**config.mk**
```make
export PLATFORM = sky130hd
export DESIGN_NAME = adc_scan_spi_master
export DESIGN_NICKNAME = d
export VERILOG_FILES = /design/src/rtl/adc_scan_spi_master.sv
export SDC_FILE = /design/constraint.sdc
export NUM_CORES = 1
export LEC_CHECK = 0
export CORE_UTILIZATION = 60
export CTS_CLUSTER_DIAMETER = 100
export DETAILED_ROUTE_END_ITERATION = 6
export DONT_BUFFER_PORTS = 1
export PLACE_DENSITY = 0.87
export SLEW_MARGIN = 0
export SYNTH_ARGS = -nofsm -noshare
export SYNTH_HDL_FRONTEND = slang
export SYNTH_SLANG_ARGS = --single-unit
```
**constraint.sdc**
```tcl
create_clock -name sys_clk -period 1.85 [get_ports sys_clk]
set_input_delay 0.2775 -clock sys_clk [delete_from_list [all_inputs] [get_ports sys_clk]]
set_output_delay 0.2775 -clock sys_clk [all_outputs]
set_load 0.03 [all_outputs]
```
**src/rtl/adc_scan_spi_master.sv**
```systemverilog
// SPI master for ADCx2S101/ADCx28S converters: internally generated SCK,
// round-robin scan over a channel mask, one-frame address/result pipeline.
module adc_scan_spi_master #(
  parameter int SCK_HALF_DIV = 3,
  parameter int RES_BITS     = 8,
  parameter int N_CH         = 2,
  parameter int QUIET_HALVES = 2
) (
  input  logic                sys_clk,
  input  logic                rst,
  input  logic                en,
  input  logic [N_CH-1:0]     ch_mask,
  input  logic                SDI,
  output logic                SCK,
  output logic                CSN,
  output logic                SDO,
  output logic [RES_BITS-1:0] data,
  output logic [2:0]          data_ch,
  output logic                data_valid,
  output logic                busy
);

  typedef enum logic [2:0] {IDLE, SETUP, LOW, HIGH, HOLD, QUIET} state_t;

  localparam int HW = (SCK_HALF_DIV > 1) ? $clog2(SCK_HALF_DIV) : 1;
  localparam int KW = (QUIET_HALVES > 16) ? $clog2(QUIET_HALVES + 1) : 5;
  localparam logic [HW-1:0] HALF_LAST  = HW'(SCK_HALF_DIV - 1);
  localparam logic [KW-1:0] QUIET_LAST = KW'(QUIET_HALVES - 1);
  localparam logic [KW-1:0] K_LAST     = KW'(16);

  state_t                state_q, state_d;
  logic [HW-1:0]         hcnt_q, hcnt_d;
  logic [KW-1:0]         k_q, k_d;
  logic [7:0]            ctrl_q, ctrl_d;
  logic [11:0]           rx_q, rx_d;
  logic [2:0]            ch_q, ch_d;
  logic [2:0]            addr_q, addr_d;
  logic                  prime_q, prime_d;
  logic                  sck_q, sck_d;
  logic                  csn_q, csn_d;
  logic                  sdo_q, sdo_d;
  logic [RES_BITS-1:0]   data_q, data_d;
  logic [2:0]            data_ch_q, data_ch_d;
  logic                  dv_q, dv_d;

  logic [7:0] mask8;
  logic [2:0] nxt_above, nxt_low, next_ch, idx;
  logic       above_ok, start, half_done;

  // Round-robin pick: lowest set bit above the current channel, else wrap.
  always_comb begin
    mask8             = '0;
    mask8[N_CH-1:0]   = ch_mask;
    nxt_above         = '0;
    nxt_low           = '0;
    above_ok          = 1'b0;
    idx               = '0;
    for (int unsigned i = 0; i < 8; i++) begin
      idx = 3'(7 - i);
      if (mask8[idx]) begin
        nxt_low = idx;
        if (idx > ch_q) begin
          nxt_above = idx;
          above_ok  = 1'b1;
        end
      end
    end
    next_ch   = above_ok ? nxt_above : nxt_low;
    start     = en && (mask8 != '0);
    half_done = (hcnt_q == HALF_LAST);
  end

  always_comb begin
    state_d   = state_q;
    hcnt_d    = half_done ? '0 : hcnt_q + 1'b1;
    k_d       = k_q;
    ctrl_d    = ctrl_q;
    rx_d      = rx_q;
    ch_d      = ch_q;
    addr_d    = addr_q;
    prime_d   = prime_q;
    sck_d     = sck_q;
    csn_d     = csn_q;
    sdo_d     = sdo_q;
    data_d    = data_q;
    data_ch_d = data_ch_q;
    dv_d      = 1'b0;
    case (state_q)
      IDLE: begin
        hcnt_d = '0;
        if (start) begin
          state_d = SETUP;
          csn_d   = 1'b0;
          ctrl_d  = {2'b00, next_ch, 3'b000};
          addr_d  = next_ch;
        end
      end
      SETUP: if (half_done) begin
        sck_d   = 1'b0;
        sdo_d   = ctrl_q[7];
        ctrl_d  = {ctrl_q[6:0], 1'b0};
        k_d     = KW'(1);
        state_d = LOW;
      end
      // Only the last 12 bits of the 16-bit frame are needed for any resolution.
      LOW: if (half_done) begin
        sck_d   = 1'b1;
        rx_d    = {rx_q[10:0], SDI};
        state_d = HIGH;
      end
      HIGH: if (half_done) begin
        if (k_q == K_LAST) begin
          state_d = HOLD;
        end else begin
          sck_d   = 1'b0;
          sdo_d   = ctrl_q[7];
          ctrl_d  = {ctrl_q[6:0], 1'b0};
          k_d     = k_q + 1'b1;
          state_d = LOW;
        end
      end
      HOLD: if (half_done) begin
        csn_d = 1'b1;
        sdo_d = 1'b0;
        if (!prime_q) begin
          dv_d      = 1'b1;
          data_d    = rx_q[11 -: RES_BITS];
          data_ch_d = ch_q;
        end
        prime_d = 1'b0;
        ch_d    = addr_q;
        k_d     = '0;
        state_d = QUIET;
      end
      QUIET: if (half_done) begin
        if (k_q == QUIET_LAST) begin
          k_d = '0;
          if (start) begin
            state_d = SETUP;
            csn_d   = 1'b0;
            ctrl_d  = {2'b00, next_ch, 3'b000};
            addr_d  = next_ch;
          end else begin
            state_d = IDLE;
            prime_d = 1'b1;
          end
        end else begin
          k_d = k_q + 1'b1;
        end
      end
      default: state_d = IDLE;
    endcase
  end

  always_ff @(posedge sys_clk) begin
    if (rst) begin
      state_q   <= IDLE;
      hcnt_q    <= '0;
      k_q       <= '0;
      ctrl_q    <= '0;
      rx_q      <= '0;
      ch_q      <= '0;
      addr_q    <= '0;
      prime_q   <= 1'b1;
      sck_q     <= 1'b1;
      csn_q     <= 1'b1;
      sdo_q     <= 1'b0;
      data_q    <= '0;
      data_ch_q <= '0;
      dv_q      <= 1'b0;
    end else begin
      state_q   <= state_d;
      hcnt_q    <= hcnt_d;
      k_q       <= k_d;
      ctrl_q    <= ctrl_d;
      rx_q      <= rx_d;
      ch_q      <= ch_d;
      addr_q    <= addr_d;
      prime_q   <= prime_d;
      sck_q     <= sck_d;
      csn_q     <= csn_d;
      sdo_q     <= sdo_d;
      data_q    <= data_d;
      data_ch_q <= data_ch_d;
      dv_q      <= dv_d;
    end
  end

  assign SCK        = sck_q;
  assign CSN        = csn_q;
  assign SDO        = sdo_q;
  assign data       = data_q;
  assign data_ch    = data_ch_q;
  assign data_valid = dv_q;
  assign busy       = (state_q != IDLE);

endmodule

```
Word-level counts from Yosys, hierarchy flattened
Cells that the tools add are included.
{"block": "totals", "mem_bits_ro": 0, "elab_cells": 119, "n_memories": 0, "register_bits": 52, "inputBits": 6, "latchBits": 0, "ramBits": 0}
{"block": "classes", "shift": 0, "mux": 57, "n_div": 0, "eq_ne": 17, "magnitude_cmp": 2, "n_mul": 0, "n_bitwise": 3, "reduce_logical": 24, "addsub": 2}
{"op": "8-bit two-way mux", "n": 6}
{"op": "3-bit two-way mux", "n": 15}
{"op": "8-bit one-hot mux with 4 select lines", "n": 1}
{"op": "5-bit two-way mux", "n": 6}
{"op": "1-bit two-way mux", "n": 22}
{"op": "5-bit one-hot mux with 4 select lines", "n": 1}
{"op": "2-bit != test (second input constant)", "n": 9}
{"op": "3-bit one-hot mux with 6 select lines", "n": 1}
{"op": "5-bit AND reduction", "n": 3}
{"op": "6-bit AND reduction", "n": 2}
{"op": "3-bit nonzero test", "n": 4}
{"op": "1-bit one-hot mux with 3 select lines", "n": 3}
{"op": "4-bit nonzero test", "n": 2}
{"op": "7-bit AND reduction", "n": 1}
{"op": "3-bit by 2-bit == test with 1-bit output (second input constant)", "n": 2}
{"op": "3-bit == test (second input constant)", "n": 2}
{"op": "1-bit by 3-bit greater-than comparator with 1-bit output (first input constant)", "n": 2}
{"op": "3-bit one-hot mux with 2 select lines", "n": 1}
{"op": "3-bit AND reduction", "n": 2}
{"op": "2-bit nonzero test", "n": 3}
{"op": "3-bit OR reduction", "n": 2}
{"op": "5-bit by 1-bit adder with 5-bit output (second input constant)", "n": 1}
{"op": "5-bit by 1-bit == test with 1-bit output (second input constant)", "n": 1}
{"op": "5-bit == test (second input constant)", "n": 1}
{"op": "9 further kinds", "n": 12}

Logic depth before layout (Yosys ltp)
Gate-level depths: netlist (run 1).
{"block": "depth", "ltp_word": 10, "depth_mapped": 7, "ltp_nobuf": 6}

Worst setup path after synthesis (run 1)
Ideal clock, no wire load.
{"block": "synth_timing", "path_type": "flip-flop to flip-flop", "start": "register k_q[1]", "end": "register k_q[0]", "path_slack_ps": 342, "stages_incl_launch_ff": 7, "required_time_ps": 1759, "path_buffers": 0, "setup_ps": 91, "arrival_ps": 1417, "cell_sequence": "dfxtp_1 > inv_1 > ha_1 > nor4b_4 > o22ai_1 > nand2_1 > a311oi_1"}
{"block": "synth_via", "elab_chain_len": 4, "elab_cells_between_ends": 7}
{"item": "start, declared", "line": "33", "text": "logic [KW-1:0] k_q, k_d;"}
{"item": "start signal, assigned", "line": "174", "text": "k_q <= k_d;"}
{"item": "5-bit by 1-bit == test with 1-bit output", "line": "136", "text": "if (k_q == QUIET_LAST) begin"}
{"item": "5-bit two-way mux", "line": "136"}
{"item": "5-bit two-way mux", "line": "135", "text": "QUIET: if (half_done) begin"}
{"item": "5-bit one-hot mux with 4 select lines", "line": "88", "text": "case (state_q)"}
Several ways; a longest one is shown, not always the timed one. The select of a mux whose other input is x is not followed.
A chain may end at the register's enable or synchronous reset.

Worst setup path in the final report (run 1)
{"block": "layout_timing", "start": "register k_q[0]", "end": "register ctrl_q[3]"}
{"block": "layout_via", "elab_chain_len": 3, "elab_cells_between_ends": 5}
{"item": "5-bit == test / 5-bit by 1-bit == test with 1-bit output (equally long branches)", "line": "112, 136"}
{"item": "2-bit != test (no line)"}
{"item": "6-bit AND reduction (no line) *"}
{"item": "end signal, assigned", "line": "175", "text": "ctrl_q <= ctrl_d;"}
{"item": "end, declared", "line": "34", "text": "logic [7:0] ctrl_q, ctrl_d;"}
Mark *: on every way between the ends. The rest lies on a longest branch, timed or not.

==> results of run 1 <==
final timing paths:
kind	startpoint	end	slack, ns
min reg2reg	hcnt_q[0]	hcnt_q[0]	0.43
max reg2reg	k_q[0]	ctrl_q[3]	0.11
max	k_q[0]	ctrl_q[3]	0.11
min	rst	SCK	0.04
per-layer routing:
layer	track usage	up-vias
met4	0.0918	0
met5	0	-
li1	-	766
met1	0.284	696
met2	0.379	41
met3	0.0681	6
state kept, by name (all words and copies together), names as in the netlist:
| name | count |
|---|---|
| CSN | 1 |
| data | 8 |
| ch_q | 1 |
| rx_q | 12 |
| data_valid | 1 |
| hcnt_q | 2 |
| SCK | 1 |
| prime_q | 1 |
| state_q | 3 |
| SDO | 1 |
| data_ch | 1 |
| k_q | 5 |
| addr_q | 1 |
| ctrl_q | 5 |
cells in the mapped netlist, drive strengths merged (2+ instances only):
cell      n  share of area
o32ai     5          0.027
a31oi     4          0.013
and4bb    2          0.015
inv       7          0.014
ha        4          0.026
o22ai     3         0.0098
a21oi    16          0.042
o21bai    2         0.0078
dfxtp    43           0.45
nor4      2         0.0065
nand2    34          0.066
nand3b    4          0.016
nor2b     3         0.0098
nand2b   10          0.033
clkbuf    5         0.0098
a2111oi   2         0.0091
nand3     9          0.023
or3       2         0.0065
buf      11          0.033
and2      2         0.0065
nor2     21          0.041
o31ai     2         0.0078
mux2i    10          0.052
cells by family (layout without fill, tap and decap cells):
group	count (synthesis)	count (layout)
adder cells (fa/ha/maj)	4	4
flip-flops	43	43
buffers and inverters	23	23
multiplexers	10	10
AND/OR/NAND/NOR	94	94
other	1	2
AO/OA/AOI/OAI	44	44
XOR/XNOR	1	1
where the power goes:
| part | switching (mW) | internal [mW] | leakage, nW |
|---|---|---|---|
| Sequential | 0.0152 | 0.936 | 0.348 |
| Clock | 0.297 | 0.147 | 0.0282 |
| Combinational | 0.0497 | 0.0269 | 0.291 |
cell usage in the layout (no fill, tap or decap), types with 4 or more instances in the layout:
cell type	netlist	routed
sky130_fd_sc_hd__mux2i_1	10	10
sky130_fd_sc_hd__a31oi_1	4	4
sky130_fd_sc_hd__clkbuf_4	0	5
sky130_fd_sc_hd__dfxtp_1	43	42
sky130_fd_sc_hd__nand3_1	9	9
sky130_fd_sc_hd__inv_1	7	6
sky130_fd_sc_hd__nand2b_1	10	10
sky130_fd_sc_hd__nor2_1	21	21
sky130_fd_sc_hd__nand2_1	34	34
sky130_fd_sc_hd__nand3b_1	4	4
sky130_fd_sc_hd__o32ai_1	4	4
sky130_fd_sc_hd__buf_4	4	5
sky130_fd_sc_hd__a21oi_1	16	16
critical path, cell delays in order (launching register included):
cell	delay [ns]
sky130_fd_sc_hd__dfxtp_1	0.42
sky130_fd_sc_hd__ha_1	0.17
sky130_fd_sc_hd__nor4b_4	0.31
sky130_fd_sc_hd__nand2_1	0.14
sky130_fd_sc_hd__a221oi_2	0.41
sky130_fd_sc_hd__o32ai_1	0.14
stage by stage:
stage	util	hold slack (ns)	area, um2	worst slack, ns	total power [mW]
5_1_grt	0.671	0.0189	2050	0.00105	1.54
2_1_floorplan	-	0.401	1930	0.342	1.04
3_5_place_dp	0.637	0.353	1950	0.0926	1.03
6_report	0.671	0.0352	2050	0.108	1.47
3_3_place_gp	0.637	0.352	1950	0.112	1.03
4_1_cts	0.658	0.0100	2010	0.0136	1.48
repair_timing:
item	CTS	global route
setup buffers	0	0
hold endpoints to repair	35	1
setup endpoints to repair	1	17
hold buffers	1	1
pin swaps	0	0
gates resized for setup	1	6
cell type report:
cell class | count | area [um2]
clock buffer | 6 | 41.3
timing repair buffer | 8 | 68.8
multi-input combinational | 155 | 982
sequential | 43 | 862
clock inverter | 2 | 12.5
fill | 243 | 1000
inverter | 7 | 26.3
tap | 44 | 55.1
==> reports/qor.yml, run 1 <==
critical_path:
  timing.critical_path.arrival_ns: 1.94
  data_required_time_of_the_worst_path_ns: 2.05
  critPathKind: "flip-flop to flip-flop"
  reg2regPathDepth: 5
  critPathLaunchType: "flip-flop"
  critPathMaxFanout: 5
  setup.worst_path.end_class: "flip-flop"
power_and_ir_drop:
  power_per_cell_area_nw_per_um2: 718
  ir_worst_vdd_uv: 401
  pleak_nw: 0.667
placed_design:
  placed_cells: 255
  io_buffers: 0
  gp_congestion: 0.853
  post-dp-hpwl_mm: 2.34
synthesis:
  syn-instance-count: 220
  synth_seq_cells: 43
  synthSimpleGateAreaFrac: 0.250
  synth-adder-area-share: 0.0260
  dominant_combinational_cell_family_by_area_after_synthesis: "simple AND/OR/NAND/NOR gates"
  synth_compound_gate_area_share: 0.161
  avgSynthCellArea_um2: 8.74
  synth_xor_xnor_area_share: 0.00455
  synth_area_um2: 1920
  synth-edff-count: 0
  yosys-mux-area-fraction: 0.0520
  synth.yosys.warnings: 0
  leading_register_cell_type_out_of_synthesis: "sky130_fd_sc_hd__dfxtp_1"
  yosys.cell_types.count: 44
  synth.yosys.seq_area_share: 0.448
  proportion_of_register_bits_with_asynchronous_set_or_reset_after_synthesis: 0
die:
  dieHeight_um: 58.6
  die_width_um: 58.6
  boundaryPins: 22
  initial_utilization: 0.630
  row_count: 20
  floorplan.core_area_um2: 3050
  fp.dieArea_um2: 3440
drt:
  routed_wire_length_per_instance_um: 13.2
  drc_errors: 0
  drt_pre_antenna_iters: 4
  top_sig_layer: "met4"
  drt-initial-drc-count: 71
  wl_met3_um: 154
  dr_wl_met2_mm: 1.57
  antenna_violating_nets_post_route: 0
  dr_total_vias: 1509
  wirelength_met1_mm: 1.72
  sum_of_routed_wire_length_over_all_layers_mm: 3.49
  post_drt_via_cell_ratio: 5.69
sta:
  fin_crit_sh: 0.942
  timing.max_slew.rel_slack: 0.198
  final-setup-viol-count: 0
  final-max-slew-violation-count: 0
  setup_tns_ns: 0
  fmax_mhz: 574
  worst_slew_pin_slew_ns: 1.20
  hold_viol: 0
  rsz0062_at_grt: "no"
  clock_skew_ns: 0.00911
  final_period_minus_worst_setup_slack_ns: 1.74
clocking:
  clock_tree.root_cell: "sky130_fd_sc_hd__clkbuf_4"
  tritoncts.num_buffers: 5
  clock_tree.htree_level_count: 2
  clk_pin_slew_worst_paths_ns: 0.12
  cts.path.max_buffers: 2
  cts_tree: "done"
  clock_insertion_delay_worst_skew_ns: 0.36
  cts.sinks: 43
grt:
  grt_start_max_net_pins: 36
  initial_antenna_violation_count: 0
  global_route_usage_sum: 0.231
  gr-total-overflow: 0
  grt_pass1_wl_mm: 6.02
  grt_pass1_vias: 1409
final_layout:
  instances_no_fill: 265
  layout.nets: 230
  antenna_cells: 0
  area_growth_syn_to_layout_pct: 6.51
  final_layout_size_suffix_gt1_frac: 0.109
job:
  maxcap_viol_count: 0
outcome:
  status: "finished clean"
min_path:
  min_path_type: "input pin to flip-flop"
  worstHoldPathCells: 1
(Power assumes the default switching activity.)
==> run 2, diff against run 1 <==
--- a/config.mk
+++ b/config.mk
@@ -5,11 +5,10 @@
 export SDC_FILE = /design/constraint.sdc
 export NUM_CORES = 1
 export LEC_CHECK = 0
-export CORE_UTILIZATION = 60
+export CORE_UTILIZATION = 55
 export CTS_CLUSTER_DIAMETER = 100
 export DETAILED_ROUTE_END_ITERATION = 6
-export DONT_BUFFER_PORTS = 1
-export PLACE_DENSITY = 0.87
+export PLACE_DENSITY = 0.89
 export SLEW_MARGIN = 0
 export SYNTH_ARGS = -nofsm -noshare
 export SYNTH_HDL_FRONTEND = slang
==> run 2 against run 1 <==
  * Critical path depth rose by 2
  * Power is 11% higher
  * Global-route usage decreased by 2.1 points
  * Hold slack gained 0.40 ns
  * Via count is 5.3% higher
  * Register-to-register slack gained 0.03 ns
  * Sequential share of layout area down 4.7 points
  * Flip-flop and latch count did not move
  * First-iteration DRC count rose by 21%
  * Wire length is 4.6% higher
  * Core utilization up 2.0 points
==> reports/qor.yml, run 2 (synthesized netlist as in run 1, its figures left out) <==
outcome:
  status: "finished clean"  # unchanged
clocking:
  cts.path.max_buffers: 2  # unchanged
  clk_pin_slew_worst_paths_ns: 0.12  # about the same
  cts.sinks: 43  # unchanged
  tritoncts.num_buffers: 5  # unchanged
  clock_tree.htree_level_count: 2  # unchanged
  clock_insertion_delay_worst_skew_ns: 0.35  # was 0.36 ns
  cts_tree: "done"  # unchanged
  clock_tree.root_cell: "sky130_fd_sc_hd__clkbuf_4"  # unchanged
placed_design:
  preCtsSetupSlack_ns: 0.127  # was 0.0926 ns
  io_buffers: 19  # was 0
  post-dp-hpwl_mm: 2.55  # was 2.34 mm
  placed_cells: 280  # was 255
  dpl-instance-area_um2: 2180  # was 1950 um2
  gp_congestion: 0.866  # was 0.853
grt:
  gr-total-overflow: 0  # unchanged
  global_route_usage_sum: 0.210  # was 0.231
  grt_pass1_vias: 1408  # was 1409
  grt_pass1_wl_mm: 5.82  # was 6.02 mm
  initial_antenna_violation_count: 0  # unchanged
  grt_start_max_net_pins: 33  # was 36
critical_path:
  critPathKind: "flip-flop to flip-flop"  # unchanged
  setup.worst_path.end_class: "flip-flop"  # unchanged
  data_required_time_of_the_worst_path_ns: 2.11  # was 2.05 ns
  critPathMaxFanout: 10  # was 5
  timing.critical_path.arrival_ns: 1.97  # was 1.94 ns
  timing.reg2reg.setup_slack_ns: 0.13  # was 0.11 ns
  worst_path_max_delay_cell: "sky130_fd_sc_hd__dfxtp_1"  # unchanged
  critical_path.n_buffers_inverters: 2  # was 0
  worstSetupStartpoint: "hcnt_q[0]"  # was k_q[0]
  max_stage_delay_ns: 0.33  # was 0.42 ns
  path_delay_family: "simple AND/OR/NAND/NOR gates"  # was compound AO/OA/AOI/OAI gates
  crit_path_cell_trace: "inv_1 > ha_1 > and4bb_2 > nor2b_1 > buf_4 > mux2i_1 > nor2_1"  # was ha_1 > nor4b_4 > nand2_1 > a221oi_2 > o32ai_1
  critPathLaunchType: "flip-flop"  # unchanged
  critical_path.reg2reg.startpoint: "hcnt_q[0]"  # was k_q[0]
job:
  maxcap_viol_count: 0  # unchanged
sta:
  final-setup-viol-count: 0  # unchanged
  fin_crit_sh: 0.927  # was 0.942
  setup_tns_ns: 0  # unchanged
  timing.max_slew.rel_slack: 0.626  # was 0.198
  final_period_minus_worst_setup_slack_ns: 1.72  # was 1.74 ns
  rsz0062_at_grt: "yes"  # was no
  worst_slew_pin_slew_ns: 0.557  # was 1.20 ns
  hold_viol: 0  # unchanged
  fmax_mhz: 583  # was 574 MHz
  clock_skew_ns: 0.00790  # was 0.00911 ns
  final-max-slew-violation-count: 0  # unchanged
  finalWorstSetupSlack_ns: 0.135  # was 0.108 ns
  hold_slack_ns: 0.431  # was 0.0352 ns
power_and_ir_drop:
  power_per_cell_area_nw_per_um2: 711  # was 718 nW/um2
  finalPower_mw: 1.64  # was 1.47 mW
  ir_worst_vdd_uv: 419  # was 401 uV
  pleak_nw: 0.783  # was 0.667 nW
final_layout:
  instances_no_fill: 288  # was 265
  post-route-cell-area_um2: 2300  # was 2050 um2
  final_util: 0.691  # was 0.671
  largest_register: "rx_q"  # unchanged
  area_growth_syn_to_layout_pct: 19.8  # was 6.51%
  largest_reg_flops: 12  # unchanged
  layout.nets: 251  # was 230
  antenna_cells: 0  # unchanged
  final_common_cell: "sky130_fd_sc_hd__dfxtp_1"  # unchanged
  final_layout_size_suffix_gt1_frac: 0.128  # was 0.109
  register_area_um2: 862  # unchanged
  num-fill-cells: 250  # was 243
  layout.cells.most_common_list: "sky130_fd_sc_hd__dfxtp_1, sky130_fd_sc_hd__nand2_1, sky130_fd_sc_hd__nor2_1"  # unchanged
  multi_input_comb_area_um2: 1000  # was 982 um2
min_path:
  min_path_type: "flip-flop to flip-flop"  # was input pin to flip-flop
  hold_path.startpoint: "hcnt_q[0]"  # was rst
die:
  boundaryPins: 22  # unchanged
  die_width_um: 61.1  # was 58.6 um
  dieHeight_um: 61.1  # was 58.6 um
  fp.dieArea_um2: 3740  # was 3440 um2
  initial_utilization: 0.576  # was 0.630
  floorplan.core_area_um2: 3340  # was 3050 um2
  row_count: 21  # was 20
drt:
  routed_wire_length_per_instance_um: 12.7  # was 13.2 um
  sum_of_routed_wire_length_over_all_layers_mm: 3.65  # was 3.49 mm
  drt_pre_antenna_iters: 4  # unchanged
  post_drt_via_cell_ratio: 5.52  # was 5.69
  antenna_violating_nets_post_route: 0  # unchanged
  drt-initial-drc-count: 86  # was 71
  drc_errors: 0  # unchanged
  dr_total_vias: 1589  # was 1509
run 2: cell types whose count changed in the layout (fill, tap and decap cells not counted), sizes merged:
cell / change
clkinv: +1
clkbuf: -1
dlygate4sd3: -2
clkinvlp: -1
bufinv: +1
buf: +5
clkdlybuf4s50: +18
run 2: layer usage:
layer	vias up	part of all wire	track usage
met5	-	0	0
met4	0	0.019	0.101
met3	7	0.034	0.0462
met2	31	0.49	0.359
met1	749	0.46	0.250
li1	802	-	-
run 2: cell type report:
class / instances / area share
clock buffers: 5 / 0.0163
clock inverters: 3 / 0.0190
inverters: 7 / 0.0114
multi-input cells: 155 / 0.435
flip-flops and latches: 43 / 0.374
well taps: 46 / 0.0250
repair buffers: 29 / 0.119
run 2: timing repair:
item                                    4_1_cts  5_1_grt
resized for setup                             0        8
hold buffers                                  0        0
buffers inserted                              0        0
endpoints found under the setup margin        0        8
run 2: power breakdown:
| part | internal, mW | total [mW] | switching (mW) | leakage, nW |
|---|---|---|---|---|
| Combinational | 0.0499 | 0.117 | 0.0673 | 0.390 |
| Sequential | 0.935 | 0.942 | 0.00646 | 0.348 |
| Clock | 0.284 | 0.581 | 0.297 | 0.0452 |
| Total | 1.27 | 1.64 | 0.370 | 0.783 |
run 2: final timing paths:
path | endpoint | depth (start not counted)
worst max register to register | data_ch[0] | 7
worst min-delay path | hcnt_q[0] | 1
worst max-delay path | data_ch[0] | 7
worst min register to register | hcnt_q[0] | 1
==> run 3, diff against run 2 <==
--- a/config.mk
+++ b/config.mk
@@ -5,9 +5,11 @@
 export SDC_FILE = /design/constraint.sdc
 export NUM_CORES = 1
 export LEC_CHECK = 0
+export CORE_MARGIN = 3
 export CORE_UTILIZATION = 55
 export CTS_CLUSTER_DIAMETER = 100
 export DETAILED_ROUTE_END_ITERATION = 6
+export GPL_TIMING_DRIVEN = 0
 export PLACE_DENSITY = 0.89
 export SLEW_MARGIN = 0
 export SYNTH_ARGS = -nofsm -noshare
==> run 3 against run 2 <==
  * Critical path depth is 1 lower
  * Via count up 5.4%
  * Hold slack improved by 0.0093 ns
  * Clock skew fell by 0.0013 ns
  * Global-route usage decreased by 1.1 points
  * Worst setup slack lost 0.090 ns
  * Power is 6.2% lower
  * Wire length increased by 12%
  * Critical path type unchanged
  * Critical endpoint is now ctrl_q[3]
  * Largest power group unchanged
==> reports/qor.yml, run 3 (synthesized netlist as in run 1, its figures left out) <==
outcome:
  status: "finished clean"  # unchanged
placed_design:
  gp_congestion: 0.863  # was 0.866
  io_buffers: 18  # was 19
  preCtsSetupSlack_ns: -0.188  # was 0.127 ns
  post-dp-hpwl_mm: 2.76  # was 2.55 mm
  placed_cells: 283  # was 280
grt:
  gr-total-overflow: 0  # unchanged
  initial_antenna_violation_count: 0  # unchanged
  grt_pass1_wl_mm: 6.55  # was 5.82 mm
  grt_pass1_vias: 1533  # was 1408
  global_route_usage_sum: 0.199  # was 0.210
  grt_start_max_net_pins: 16  # was 33
sta:
  final-max-slew-violation-count: 0  # unchanged
  clock_skew_ns: 0.00662  # was 0.00790 ns
  finalWorstSetupSlack_ns: 0.0442  # was 0.135 ns
  worst_slew_pin_slew_ns: 0.619  # was 0.557 ns
  fmax_mhz: 554  # was 583 MHz
  final-setup-viol-count: 0  # unchanged
  hold_viol: 0  # unchanged
  fin_crit_sh: 0.976  # was 0.927
  setup_tns_ns: 0  # unchanged
  timing.max_slew.rel_slack: 0.585  # was 0.626
  final_period_minus_worst_setup_slack_ns: 1.81  # was 1.72 ns
drt:
  routed_wire_length_per_instance_um: 13.9  # was 12.7 um
  drc_errors: 0  # unchanged
  post_drt_via_cell_ratio: 5.70  # was 5.52
  drt_pre_antenna_iters: 6  # was 4
  drt-initial-drc-count: 114  # was 86
  dr_total_vias: 1675  # was 1589
  sum_of_routed_wire_length_over_all_layers_mm: 4.10  # was 3.65 mm
  antenna_violating_nets_post_route: 0  # unchanged
power_and_ir_drop:
  ir_worst_vdd_uv: 389  # was 419 uV
  pleak_nw: 0.785  # was 0.783 nW
  finalPower_mw: 1.54  # was 1.64 mW
  power_per_cell_area_nw_per_um2: 663  # was 711 nW/um2
critical_path:
  reg2regPathDepth: 6  # was 7
  critPathLaunchType: "flip-flop"  # unchanged
  critPathMaxFanout: 10  # unchanged
  timing.reg2reg.setup_slack_ns: 0.04  # was 0.13 ns
  data_required_time_of_the_worst_path_ns: 2.09  # was 2.11 ns
  critPathKind: "flip-flop to flip-flop"  # unchanged
  setup.worst_path.end_class: "flip-flop"  # unchanged
  timing.critical_path.arrival_ns: 2.04  # was 1.97 ns
  critical_path.reg2reg.startpoint: "hcnt_q[0]"  # unchanged
  worstReg2RegEnd: "ctrl_q[3]"  # was data_ch[0]
clocking:
  clock_tree.htree_level_count: 2  # unchanged
  cts.sinks: 43  # unchanged
  cts_hold_buf: 0  # unchanged
  tritoncts.num_buffers: 5  # unchanged
  clock_insertion_delay_worst_skew_ns: 0.37  # was 0.35 ns
  clk_pin_slew_worst_paths_ns: 0.13  # was 0.12 ns
  clock_tree.root_cell: "sky130_fd_sc_hd__clkbuf_4"  # unchanged
  cts.path.max_buffers: 2  # unchanged
  cts_tree: "done"  # unchanged
final_layout:
  multi_input_comb_area_um2: 1030  # was 1000 um2
  final_common_cell: "sky130_fd_sc_hd__dfxtp_1"  # unchanged
  area_growth_syn_to_layout_pct: 20.6  # was 19.8%
  register_area_um2: 861  # was 862 um2
  layout.nets: 259  # was 251
  instances_no_fill: 294  # was 288
  num-fill-cells: 233  # was 250
  largest_reg_flops: 12  # unchanged
  antenna_cells: 0  # unchanged
  largest_register: "rx_q"  # unchanged
  layout.cells.most_common_list: "sky130_fd_sc_hd__dfxtp_1, sky130_fd_sc_hd__nand2_1, sky130_fd_sc_hd__nor2_1"  # unchanged
  final_layout_size_suffix_gt1_frac: 0.128  # about the same
min_path:
  hold_path.startpoint: "rst"  # was hcnt_q[0]
  min_path_type: "input pin to flip-flop"  # was flip-flop to flip-flop
  worstHoldPathCells: 3  # was 1
  timing.hold.worst_endpoint: "ctrl_q[6]"  # was hcnt_q[0]
die:
  dieHeight_um: 65.1  # was 61.1 um
  die_width_um: 65.1  # was 61.1 um
  boundaryPins: 22  # unchanged
  initial_utilization: 0.600  # was 0.576
  floorplan.core_area_um2: 3200  # was 3340 um2
  fp.dieArea_um2: 4240  # was 3740 um2
  row_count: 20  # was 21
job:
  maxcap_viol_count: 0  # unchanged
run 3: changes by cell type in the layout (fill, tap and decap cells not counted), sizes merged:
cell and delta:
clkdlybuf4s50 -1, buf +3, o32ai +1, clkbuf +5, bufinv -1, clkinvlp +1
run 3: per-layer routing:
layer,vias up,part of all wire,GRT usage
met3,9,0.063,0.0564
met4,0,0.021,0.104
li1,826,-,-
met2,54,0.47,0.335
met5,-,0,0
met1,786,0.44,0.230
run 3: metrics by stage:
stage          instance area [um2]   util  hold WS (ns)
2_1_floorplan                 1930      -         0.401
3_3_place_gp                  2160  0.675         0.410
3_5_place_dp                  2160  0.675         0.430
4_1_cts                       2230  0.698         0.417
5_1_grt                       2320  0.724         0.452
6_report                      2320  0.724         0.440
run 3: area by class of cell:
cell class | instances | share of cell area
clock buffer | 5 | 0.0162
inverter | 7 | 0.0113
tap | 44 | 0.0237
buffer | 16 | 0.0405
multi-input combinational | 156 | 0.444
sequential | 43 | 0.371
clock inverter | 3 | 0.0108
timing repair buffer | 20 | 0.0820
run 3: how the worst max path moves through the flow:
stage	startpoint	endpoint	slack, ns	depth (start not counted)
after detailed placement	state_q[1]	busy	-0.19	5
after floorplan	k_q[1]	k_q[0]	0.34	6
final	hcnt_q[0]	ctrl_q[3]	0.04	6
after global placement	state_q[1]	busy	-0.18	5
after CTS	hcnt_q[0]	k_q[0]	0.01	7
after global routing	k_q[1]	k_q[0]	-0.004	7
run 3: power breakdown:
| part | leakage (nW) | switching (mW) | internal, mW |
|---|---|---|---|
| logic | 0.406 | 0.0737 | 0.0477 |
| registers | 0.347 | 0.00595 | 0.935 |
| clock network | 0.0314 | 0.323 | 0.152 |
run 3: timing repair:
| item | 4_1_cts | 5_1_grt |
|---|---|---|
| gates resized for setup | 9 | 11 |
| setup buffers | 0 | 2 |
| pin swaps | 0 | 2 |
| cloned | 0 | 1 |
| endpoints found under the setup margin | 1 | 11 |
run 3: critical path, stage by stage, from the launching register on:
cell and delay [ns]:
sky130_fd_sc_hd__dfxtp_1 0.34, sky130_fd_sc_hd__inv_1 0.09, sky130_fd_sc_hd__ha_4 0.17, sky130_fd_sc_hd__buf_6 0.14
sky130_fd_sc_hd__nand3b_1 0.31, sky130_fd_sc_hd__a221oi_4 0.48, sky130_fd_sc_hd__o32ai_1 0.15
